**config.mk**
```make
export PLATFORM = sky130hd
export DESIGN_NAME = mem_stage_lsu
export DESIGN_NICKNAME = d
export VERILOG_FILES = /design/src/rtl/mem_stage_lsu.sv
export SDC_FILE = /design/constraint.sdc
export NUM_CORES = 1
export LEC_CHECK = 0
export CORE_UTILIZATION = 35
export CTS_BUF_LIST = sky130_fd_sc_hd__clkbuf_4 sky130_fd_sc_hd__clkbuf_8
export CTS_CLUSTER_DIAMETER = 100
export DETAILED_ROUTE_END_ITERATION = 10
export PLACE_DENSITY = 0.75
export REMOVE_ABC_BUFFERS = 1
export SETUP_SLACK_MARGIN = 0.1
export SYNTH_ARGS = -nofsm -noshare
export SYNTH_HDL_FRONTEND = slang
export SYNTH_SLANG_ARGS = --single-unit
```
**constraint.sdc**
```tcl
create_clock -name clk -period 1.6 [get_ports clk]
set_input_delay 0.32 -clock clk [delete_from_list [all_inputs] [get_ports clk]]
set_output_delay 0.32 -clock clk [all_outputs]
set_load 0.01 [all_outputs]
```
**src/rtl/mem_stage_lsu.sv**
```systemverilog
// Memory stage between execute and writeback: one bus request per load/store, store lane/strobe
// alignment, load extraction/extension. Optional macro MEM_STAGE_MISALIGN_EXC_EN raises out_exc on misaligned access.
module mem_stage_lsu #(
  parameter int DATA_W = 32,
  parameter int ADDR_W = 32,
  parameter int REG_W  = 5
) (
  input  logic                  clk,
  input  logic                  resetn,
  input  logic                  flush,
  input  logic                  in_valid,
  output logic                  in_ready,
  input  logic [ADDR_W-1:0]     in_pc,
  input  logic [1:0]            in_op,
  input  logic [1:0]            in_size,
  input  logic                  in_unsigned,
  input  logic [ADDR_W-1:0]     in_addr,
  input  logic [DATA_W-1:0]     in_wdata,
  input  logic [DATA_W-1:0]     in_result,
  input  logic                  in_wb_en,
  input  logic [REG_W-1:0]      in_dst,
  output logic                  out_valid,
  input  logic                  out_ready,
  output logic [ADDR_W-1:0]     out_pc,
  output logic [DATA_W-1:0]     out_result,
  output logic                  out_wb_en,
  output logic [REG_W-1:0]      out_dst,
  output logic                  out_exc,
  output logic                  req_valid,
  input  logic                  req_ready,
  output logic [ADDR_W-1:0]     req_addr,
  output logic [DATA_W/8-1:0]   req_wstrb,
  output logic [DATA_W-1:0]     req_wdata,
  input  logic                  resp_valid,
  input  logic [DATA_W-1:0]     resp_data
);
  localparam int STRB_W = DATA_W / 8;
  localparam int OFF_W  = $clog2(STRB_W);
  localparam logic [DATA_W-1:0] MASK_B = DATA_W'(8'hFF);
  localparam logic [DATA_W-1:0] MASK_H = DATA_W'(16'hFFFF);
  localparam logic [DATA_W-1:0] MASK_W = DATA_W'(32'hFFFF_FFFF);

  typedef enum logic [2:0] {S_EMPTY, S_REQ, S_RESP, S_DONE, S_DRAIN} state_t;
  state_t state_reg, state_next;

  logic              accept, is_mem, fault;
  logic [1:0]        size_eff;
  logic [OFF_W-1:0]  size_mask, off_al;
  logic [STRB_W-1:0] wstrb_calc;
  logic [DATA_W-1:0] wdata_rep, lane, ext_mask, load_ext;
  logic              ext_sign;

  logic [ADDR_W-1:0] pc_reg, req_addr_reg;
  logic [DATA_W-1:0] result_reg, req_wdata_reg;
  logic [STRB_W-1:0] req_wstrb_reg;
  logic [REG_W-1:0]  dst_reg;
  logic              wb_en_reg, exc_reg, load_reg, uns_reg;
  logic [1:0]        size_reg;
  logic [OFF_W-1:0]  off_reg;

  // DWORD only exists on a 64-bit bus; on 32 bits it degrades to a word access
  assign size_eff  = (DATA_W == 32 && in_size == 2'd3) ? 2'd2 : in_size;
  assign size_mask = (OFF_W'(1) << size_eff) - OFF_W'(1);
  assign off_al    = in_addr[OFF_W-1:0] & ~size_mask;
  assign is_mem    = (in_op == 2'd1) || (in_op == 2'd2);

`ifdef MEM_STAGE_MISALIGN_EXC_EN
  assign fault = is_mem && ((in_addr[OFF_W-1:0] & size_mask) != '0);
`else
  assign fault = 1'b0;
`endif

  always_comb begin
    wstrb_calc = '1;
    case (size_eff)
      2'd0:    wstrb_calc = STRB_W'(1) << off_al;
      2'd1:    wstrb_calc = STRB_W'(3) << off_al;
      2'd2:    wstrb_calc = STRB_W'(15) << off_al;
      default: wstrb_calc = '1;
    endcase
  end

  // Each byte lane takes the store byte that lands there when the datum is replicated
  genvar gi;
  generate
    for (gi = 0; gi < STRB_W; gi++) begin : g_lane
      assign wdata_rep[8*gi +: 8] = (size_eff == 2'd0) ? in_wdata[7:0] :
                                    (size_eff == 2'd1) ? in_wdata[8*(gi%2) +: 8] :
                                    (size_eff == 2'd2) ? in_wdata[8*(gi%4) +: 8] :
                                                         in_wdata[8*gi +: 8];
    end
  endgenerate

  assign lane = resp_data >> {off_reg, 3'b000};
  always_comb begin
    ext_mask = '1;
    ext_sign = 1'b0;
    case (size_reg)
      2'd0:    begin ext_mask = MASK_B; ext_sign = lane[7];  end
      2'd1:    begin ext_mask = MASK_H; ext_sign = lane[15]; end
      2'd2:    begin ext_mask = MASK_W; ext_sign = lane[31]; end
      default: begin ext_mask = '1;     ext_sign = 1'b0;     end
    endcase
  end
  assign load_ext = (lane & ext_mask) | ((ext_sign && !uns_reg) ? ~ext_mask : '0);

  always_ff @(posedge clk or negedge resetn) begin
    if (!resetn) state_reg <= S_EMPTY;
    else         state_reg <= state_next;
  end

  assign accept = in_valid && in_ready && !flush;

  always_comb begin
    state_next = state_reg;
    case (state_reg)
      S_EMPTY: if (accept) state_next = (is_mem && !fault) ? S_REQ : S_DONE;
      // A flush racing the bus accept still owes us a response, so it must be drained
      S_REQ: begin
        if (flush)          state_next = req_ready ? S_DRAIN : S_EMPTY;
        else if (req_ready) state_next = S_RESP;
      end
      S_RESP: begin
        if (flush)           state_next = resp_valid ? S_EMPTY : S_DRAIN;
        else if (resp_valid) state_next = S_DONE;
      end
      S_DONE: begin
        if (flush)          state_next = S_EMPTY;
        else if (accept)    state_next = (is_mem && !fault) ? S_REQ : S_DONE;
        else if (out_ready) state_next = S_EMPTY;
      end
      S_DRAIN: if (resp_valid) state_next = S_EMPTY;
      default: state_next = S_EMPTY;
    endcase
  end

  always_comb begin
    in_ready  = 1'b0;
    out_valid = 1'b0;
    req_valid = 1'b0;
    case (state_reg)
      S_EMPTY: in_ready = 1'b1;
      S_REQ:   req_valid = 1'b1;
      S_DONE:  begin out_valid = 1'b1; in_ready = out_ready; end
      default: ;
    endcase
  end

  always_ff @(posedge clk or negedge resetn) begin
    if (!resetn) begin
      pc_reg        <= '0;
      req_addr_reg  <= '0;
      result_reg    <= '0;
      req_wdata_reg <= '0;
      req_wstrb_reg <= '0;
      dst_reg       <= '0;
      wb_en_reg     <= 1'b0;
      exc_reg       <= 1'b0;
      load_reg      <= 1'b0;
      uns_reg       <= 1'b0;
      size_reg      <= '0;
      off_reg       <= '0;
    end else if (accept) begin
      pc_reg        <= in_pc;
      req_addr_reg  <= {in_addr[ADDR_W-1:OFF_W], {OFF_W{1'b0}}};
      result_reg    <= fault ? '0 : in_result;
      req_wdata_reg <= (in_op == 2'd2) ? wdata_rep : '0;
      req_wstrb_reg <= (in_op == 2'd2) ? wstrb_calc : '0;
      dst_reg       <= in_dst;
      wb_en_reg     <= in_wb_en && (in_op != 2'd2) && !fault;
      exc_reg       <= fault;
      load_reg      <= (in_op == 2'd1);
      uns_reg       <= in_unsigned;
      size_reg      <= size_eff;
      off_reg       <= off_al;
    end else if (state_reg == S_RESP && resp_valid && load_reg && !flush) begin
      result_reg    <= load_ext;
    end
  end

  assign out_pc     = pc_reg;
  assign out_result = result_reg;
  assign out_wb_en  = wb_en_reg;
  assign out_dst    = dst_reg;
  assign out_exc    = exc_reg;
  assign req_addr   = req_addr_reg;
  assign req_wstrb  = req_wstrb_reg;
  assign req_wdata  = req_wdata_reg;
endmodule

```
== Yosys cells after proc, flatten, opt, wreduce, memory -nomap -nowiden ==
Index checks and enable logic that the tools add are counted.
Word-level totals
  register bits: 145
  word-level logic and storage cells: 85
  input bits: 178
  output and inout bits: 142
Operators by class
  multiplexer cells: 30
  eq/ne operators: 17
  reduce and logical (&&, ||, !) cells: 15
  shift operators: 5
  add/sub/neg operators: 1
  bitwise operators: 5
Operators by type and width (number)
  32-bit 2-to-1 mux: 4
  32-bit one-hot mux with 2 select lines: 1
  8-bit 2-to-1 mux: 5
  3-bit 2-to-1 mux: 11
  32-bit bitwise AND: 1
  32-bit NOT: 1
  32-bit OR: 1
  32-bit by 5-bit >> shifter with 32-bit output: 1
  3-bit one-hot mux with 5 select lines: 1
  4-bit one-hot mux with 3 select lines: 1
  2-bit equality test (second input constant): 4
  1-bit logical AND: 7
  2-bit by 1-bit equality test with 1-bit output (second input constant): 3
  3-bit by 2-bit equality test with 1-bit output (second input constant): 2
  2-bit != test (second input constant): 3
  3-bit != test (second input constant): 2
  5-bit AND reduction: 1
  2-bit logical NOT: 2
  2-bit 2-to-1 mux: 2
  4-bit 2-to-1 mux: 1
  4-bit != test (second input constant): 1
  1-bit by 2-bit left shift with 4-bit output (first input constant): 1
  2-bit by 2-bit left shift with 4-bit output (first input constant): 1
  4-bit by 2-bit left shift with 4-bit output (first input constant): 1
  13 further kinds: 15

== Logic depth before layout (Yosys ltp) ==
Gate-level depths: netlist of run 1.
  word-level depth: 9
  gate-level depth with buffers: 7
  mapped depth without buffers: 6

== Least setup slack after synthesis of run 1 ==
OpenSTA, ideal clock, no wires.
  kind: register -> register
  start point: register state_reg[0]
  end point: register result_reg[10], in the netlist out_result[10]
  arrival time: 1.501 ns
  data required time: 1.478 ns
  slack: -0.023 ns
  buffers on the path: 3
  period minus slack after synthesis: 1.623 ns
  setup time: 0.122 ns
  stages on the path, launching flop included: 8
  cell sequence: dfrtp_1 > buf_4 > nand4b_1 > or2_4 > buf_6 > clkbuf_1 > a21oi_1 > a21oi_2
On the way
  cells in the longest elaborated chain, start to end: 5
  elaborated cells on any way between the ends: 11
  classes of those cells: eq/ne: 2; mux: 2; reduce/logical: 7
RTL lines
  start: declaration: RTL line 44  | state_t state_reg, state_next;
  start signal: assignment: RTL line 109  | else state_reg <= state_next;
  3-bit by 2-bit equality test with 1-bit output, or another cell as far along: RTL line 141  | case (state_reg)
  1-bit one-hot mux with 2 select lines or 1-bit logical AND (tied branches): RTL line 141, 176
  1-bit logical AND (on tied branches) (2 in series): RTL line 112, 176
  32-bit 2-to-1 mux or 2-bit nonzero test (tied branches)
  end signal: assignment: RTL line 166  | result_reg <= fault ? '0 : in_result;
  end signal: assignment: RTL line 177  | result_reg <= load_ext;
  end: declaration: RTL line 54  | logic [DATA_W-1:0] result_reg, req_wdata_reg;
Parallel ways exist; a longest one is shown, timed or not.
A chain may end at the register's enable or synchronous reset.

== Final worst setup path of run 1 ==
  start point: register state_reg[0]
  end point: register result_reg[9], in the netlist out_result[9]
Same word-level chain as after synthesis.

==> results.json, run 1 <==
{
  "yosysTopAreaCell": "dfrtp_1",
  "grt_pass1_wl_mm": 38.8,
  "p_leak_nw": 6.41,
  "final_nets": 1422,
  "cts_buffer_depth": 2,
  "critPathCaptureType": "flop",
  "fin_util_pct": 69.2,
  "antenna_found_initial": 1,
  "ff2ff_setup_slack_ps": -200,
  "die_w_um": 143,
  "cp-start-kind": "flop",
  "core_area_mm2": 0.0195,
  "cts_made_buffers": 17,
  "path_clk_slew_ps": 80,
  "wire_per_inst_um": 19.8,
  "synth_top_cell_area_share_pct": 52.3,
  "die-area_mm2": 0.0204,
  "dr.pass1.iters": 5,
  "gp_congestion": 0.878,
  "vias": 7826,
  "ys_ff_latch": 145,
  "fin_crit_sh_pct": 113,
  "cp_max_fo": 10,
  "ys_warn_count": 0,
  "hold_class": "in2async",
  "rsz0062_at_grt": "yes",
  "drc": 0,
  "fill_cells": 1383,
  "status": "finished with violations",
  "drt_iter0_drc": 268,
  "die_h_um": 143,
  "grt_max_degree": 45,
  "areaGrowthSynthToFinish_pct": 94.2,
  "drtAntennaViolNets": 0,
  "ys_seq_area_share_pct": 52.3,
  "grt_pass1_vias": 7187,
  "setup_viol": 146,
  "wirelength_mm": 30.1,
  "slew_viol_final": 0,
  "clock.fmax_mhz": 555,
  "cts_max_level": 4,
  "fin_ws_ps": -202,
  "min_period_ps": 1800,
  "synthCells": 797,
  "cts_tree": "yes",
  "cts.root.buffer_cell": "clkbuf_8",
  "place_worst_setup_slack_ps": -396,
  "path_class": "reg2reg",
  "skew_ps": 19.3,
  "cts.sinks": 145,
  "ir_worst_vdd_v": 0.000758,
  "final_common_cell": "clkdlybuf4s50_1",
  "port_buffers": 316,
  "clock_latency_ps": 450,
  "finalHoldViolations": 0,
  "dpl.hpwl_mm": 16.7,
  "synth_cell_types": 44,
  "grt_remaining_overflow": 0,
  "syn_avg_cell_area_um2": 8.71,
  "layout_common_cells": "176 x clkdlybuf4s50_1, 150 x nand2_1, 143 x dfrtp_1, 108 x nand2_2, 86 x buf_4",
  "arrival_ps": 2170,
  "cap_viol_max_count": 0,
  "synth.area.top_cells": "dfrtp_1 52%, nand2_1 17%, mux2_2 4.7%, nand3_1 3.2%, mux2i_1 2.7%",
  "violations": "negative setup slack",
  "worstPathRequired_ps": 1970,
  "initial_core_util_pct": 35.7,
  "synth_area_mm2": 0.00694,
  "ioPinCount": 320,
  "powerDensity_mw_per_mm2": 1570,
  "rows": 51,
  "layout-drive-gt1-share_pct": 35.5,
  "grt_use_total_pct": 25.3,
  "viasPerCell": 5.15
}
[area by class of cell]
class	instances	area, um^2	share of cell area, %
multi-input cells	591	3890	28.9
inverters	7	26.3	0.195
flip-flops and latches	145	3630	26.9
clock inverters	14	150	1.11
clock buffers	18	241	1.79
well taps	265	332	2.46
diodes	1	2.50	0.0186
repair buffers	480	5200	38.6
[worst max-delay path, stage by stage (launching register included)]
cell and delay (ps):
dfrtp_2 420, buf_6 130, buf_4 140, nand4b_1 190, or2_4 310, or3_1 400
a21oi_2 140
[final timing paths]
check | from | endpoint | depth (start not counted)
worst max-delay path | state_reg[0]$_DFFE_PN0P_ | out_result[9]$_DFFE_PN0P_ | 6
worst min-delay path | resetn | out_result[4]$_DFFE_PN0P_ | 2
worst max register to register | state_reg[0]$_DFFE_PN0P_ | out_result[9]$_DFFE_PN0P_ | 6
worst min register to register | out_pc[4]$_DFFE_PN0P_ | out_pc[4]$_DFFE_PN0P_ | 2
max in group asynchronous | resetn | off_reg[1]$_DFFE_PN0P_ | 3
min in group clk | in_dst[2] | out_dst[2]$_DFFE_PN0P_ | 3
[routing by layer]
layer	routed length (um)	vias to the layer above	global-route usage (%)
li1	-	3547	-
met1	11200	3770	29.9
met2	15200	414	42.6
met3	2650	95	7.01
met4	1130	0	11.6
met5	0	-	0
[Yosys cell counts, drive strengths merged]
| library cell | number |
|---|---|
| a2bb2oi | 2 |
| nor3 | 16 |
| mux4 | 1 |
| nand2 | 322 |
| inv | 6 |
| a32oi | 3 |
| o2111ai | 1 |
| a211o | 2 |
| or2 | 3 |
| buf | 40 |
| nand3 | 45 |
| xor2 | 1 |
| mux2 | 29 |
| a31oi | 2 |
| o211ai | 6 |
| a211oi | 16 |
| o311ai | 1 |
| nand3b | 2 |
| mux2i | 19 |
| or3 | 5 |
| o211a | 1 |
| nor2b | 3 |
| o21ai | 20 |
| and3 | 1 |
| a21oi | 23 |
| and2 | 1 |
| clkinv | 1 |
| ha | 2 |
| a22oi | 2 |
| dfrtp | 145 |
| a311oi | 1 |
| clkbuf | 17 |
| nand4b | 2 |
| nor2 | 42 |
| nand4 | 1 |
| a221oi | 5 |
| nand2b | 5 |
| nor3b | 2 |
| conb | 1 |
[power breakdown]
group | internal, mW | total, mW | switching (mW)
Clock | 1.30 | 2.98 | 1.68
Combinational | 6.17 | 11.7 | 5.49
Sequential | 5.27 | 6.56 | 1.28
Total | 12.7 | 21.2 | 8.45
[stage by stage]
| stage | instance area [um^2] | cells | power [mW] | setup TNS, ps | hold slack [ps] |
|---|---|---|---|---|---|
| after detailed placement | 10900 | 1394 | 15.2 | -47620 | 250 |
| final | 13500 | 1521 | 21.2 | -18740 | 351 |
| after global routing | 13500 | 1521 | 22.3 | -30510 | 341 |
| after global placement | 10900 | 1394 | 15.0 | -40890 | 246 |
| after CTS | 11900 | 1455 | 18.2 | -12630 | 333 |
| after floorplan | 6650 | 742 | 9.90 | -626280 | 24.4 |
[cell families (layout without fill, tap and decap cells)]
logic type / Yosys count / count (layout) / share of synthesized area, %
compound gates: 85 / 86 / 8.24
xor+xnor: 1 / 1 / 0.126
fa+ha+maj: 2 / 2 / 0.360
buf+inv: 64 / 519 / 4.61
flops: 145 / 145 / 52.3
mux: 49 / 49 / 7.77
other cells: 1 / 4 / 0.0540
simple gates: 450 / 450 / 26.6
[what timing repair did]
action / CTS / global route
pin swaps: 35 / 171
setup buffers: 13 / 49
endpoints found under the hold margin: 26 / 0
resized for setup: 235 / 309
endpoints found under the setup margin: 281 / 215
cloned: 16 / 19
hold buffers: 1 / 0
No activity file was read; power rests on OpenSTA's default activity.
==> run 2: changes to the inputs <==
--- a/config.mk
+++ b/config.mk
@@ -9,7 +9,7 @@
 export CTS_BUF_LIST = sky130_fd_sc_hd__clkbuf_4 sky130_fd_sc_hd__clkbuf_8
 export CTS_CLUSTER_DIAMETER = 100
 export DETAILED_ROUTE_END_ITERATION = 10
-export PLACE_DENSITY = 0.75
+export PLACE_DENSITY = 0.76
 export REMOVE_ABC_BUFFERS = 1
 export SETUP_SLACK_MARGIN = 0.1
 export SYNTH_ARGS = -nofsm -noshare
==> run 2 against run 1 <==
  * Register-to-register slack worse by 70 ps
  * Worst hold slack got worse by 6.8 ps
  * Routed wire length down 0.84%
  * Critical path type unchanged
  * Via count down 1.3%
  * First-iteration DRC count rose by 38%
  * Setup slack worse by 75 ps
  * The flow still finishes with violations (negative setup slack)
==> results.json, run 2 (synthesis gave the netlist of run 1 again) <==
{
  "die_h_um": 143,
  "wirelength_mm": 29.9,
  "cp-start-kind": "flop",
  "grt_remaining_overflow": 0,
  "rows": 51,
  "drtAntennaViolNets": 0,
  "cts.sinks": 145,
  "fin_crit_sh_pct": 117,
  "path_clk_slew_ps": 80,
  "p_leak_nw": 6.28,
  "slew_viol_final": 0,
  "cts_made_buffers": 17,
  "place_worst_setup_slack_ps": -402,
  "dpl.hpwl_mm": 16.8,
  "die-area_mm2": 0.0204,
  "hold_class": "in2async",
  "antenna_found_initial": 0,
  "path_class": "reg2reg",
  "core_area_mm2": 0.0195,
  "ioPinCount": 320,
  "total_power_mw": 21.2,
  "multiInputGateArea_mm2": 0.00395,
  "layout-drive-gt1-share_pct": 36.1,
  "diodes": 0,
  "layout_common_cells": "183 x nand2_1, 176 x clkdlybuf4s50_1, 144 x dfrtp_1, 102 x nand2_2, 78 x buf_4",
  "cp_max_fo": 8,
  "cts_max_level": 4,
  "fin_ws_ps": -277,
  "rsz0062_at_grt": "yes",
  "final_nets": 1410,
  "area.sequential_mm2": 0.00363,
  "grt_pass1_vias": 7062,
  "clock.fmax_mhz": 533,
  "die_w_um": 143,
  "port_buffers": 316,
  "dr.pass1.iters": 5,
  "cp_slowest_stage_delay_ps": 390,
  "violations": "negative setup slack",
  "path_cells": "buf_6, and3_4, o211ai_1, clkbuf_16, buf_12, nor2_1, a211oi_1",
  "grt_pass1_wl_mm": 37.2,
  "hold-worst-slack_ps": 345,
  "grt_use_total_pct": 23.9,
  "drt_iter0_drc": 371,
  "status": "finished with violations",
  "slowest_stage": "dfrtp_1",
  "fill_cells": 1406,
  "fin_cells": 1507,
  "cp_top_family": "compound AO/OA/AOI/OAI gates",
  "initial_core_util_pct": 35.7,
  "drc": 0,
  "cts_tree": "yes",
  "ir_worst_vdd_v": 0.000906,
  "grt_max_degree": 46,
  "skew_ps": 15.6,
  "powerDensity_mw_per_mm2": 1590,
  "viasPerCell": 5.13,
  "min_period_ps": 1880,
  "finalHoldViolations": 0,
  "place_inst": 1393,
  "critical_path_buf_inv_count": 3,
  "setup_viol": 144,
  "worstPathRequired_ps": 1920,
  "wire_per_inst_um": 19.8,
  "cts.root.buffer_cell": "clkbuf_8",
  "cap_viol_max_count": 0,
  "vias": 7727,
  "arrival_ps": 2190,
  "final_common_cell": "nand2_1",
  "cts_buffer_depth": 2,
  "finalSetupTns_ps": -19330,
  "critPathCaptureType": "flop",
  "gp_congestion": 0.878,
  "clock_latency_ps": 450,
  "areaGrowthSynthToFinish_pct": 92.8
}
==> run 2: cell count changes in the layout (fill, tap and decap cells not counted), sizes merged <==
cell           previous run  this run
buf                     153       138
bufinv                    1         5
clkbuf                   40        41
clkdlybuf4s15            51        56
clkinv                    3         4
clkinvlp                  5         1
diode                     1         0
dlygate4sd2              77        72
inv                      12        11
or2                       3         4
==> run 2: layer usage <==
metal	vias up	GRT usage [%]	part of all wire, %
li1	3522	-	-
met3	79	7.85	8.4
met4	0	10.2	3.8
met1	3728	27.8	38
met5	-	0	0
met2	398	40.1	50
==> run 2: final cells by class <==
cell class | instances | share of cell area (%)
clock buffer | 17 | 1.75
sequential | 145 | 27.1
tap | 265 | 2.48
multi-input combinational | 592 | 29.5
timing repair buffer | 467 | 37.2
inverter | 7 | 0.196
clock inverter | 14 | 1.69
==> run 2: worst paths after layout <==
kind,depth (start not counted),slack [ps],end,from
max,7,-280,out_result[16]$_DFFE_PN0P_,state_reg[1]$_DFFE_PN0P_
min,2,340,out_result[19]$_DFFE_PN0P_,resetn
max reg2reg,7,-280,out_result[16]$_DFFE_PN0P_,state_reg[1]$_DFFE_PN0P_
min reg2reg,2,470,out_pc[24]$_DFFE_PN0P_,out_pc[24]$_DFFE_PN0P_
max in group asynchronous,3,660,req_addr[16]$_DFFE_PN0P_,resetn
min in group clk,3,390,out_pc[26]$_DFFE_PN0P_,in_pc[26]
==> run 2: repair_timing <==
| item | in CTS | in global routing |
|---|---|---|
| setup buffers | 14 | 41 |
| endpoints found under the hold margin | 29 | 0 |
| gates resized for setup | 226 | 311 |
| pin swaps | 23 | 145 |
| hold buffers | 1 | 0 |
| gates cloned | 9 | 23 |
| endpoints found under the setup margin | 280 | 224 |
==> run 2: stage by stage <==
stage | cell area (um^2) | util, %
floorplan | 6650 | -
global placement | 10900 | 55.9
detailed placement | 10900 | 55.9
CTS | 11800 | 60.5
global route | 13400 | 68.7
finish | 13400 | 68.7
==> run 2: report_power, final <==
part / leakage [nW] / total [mW] / internal [mW] / switching [mW]
logic: 4.24 / 11.3 / 5.88 / 5.44
registers: 1.82 / 6.44 / 5.27 / 1.17
clock network: 0.229 / 3.46 / 1.88 / 1.58
total: 6.28 / 21.2 / 13.0 / 8.19
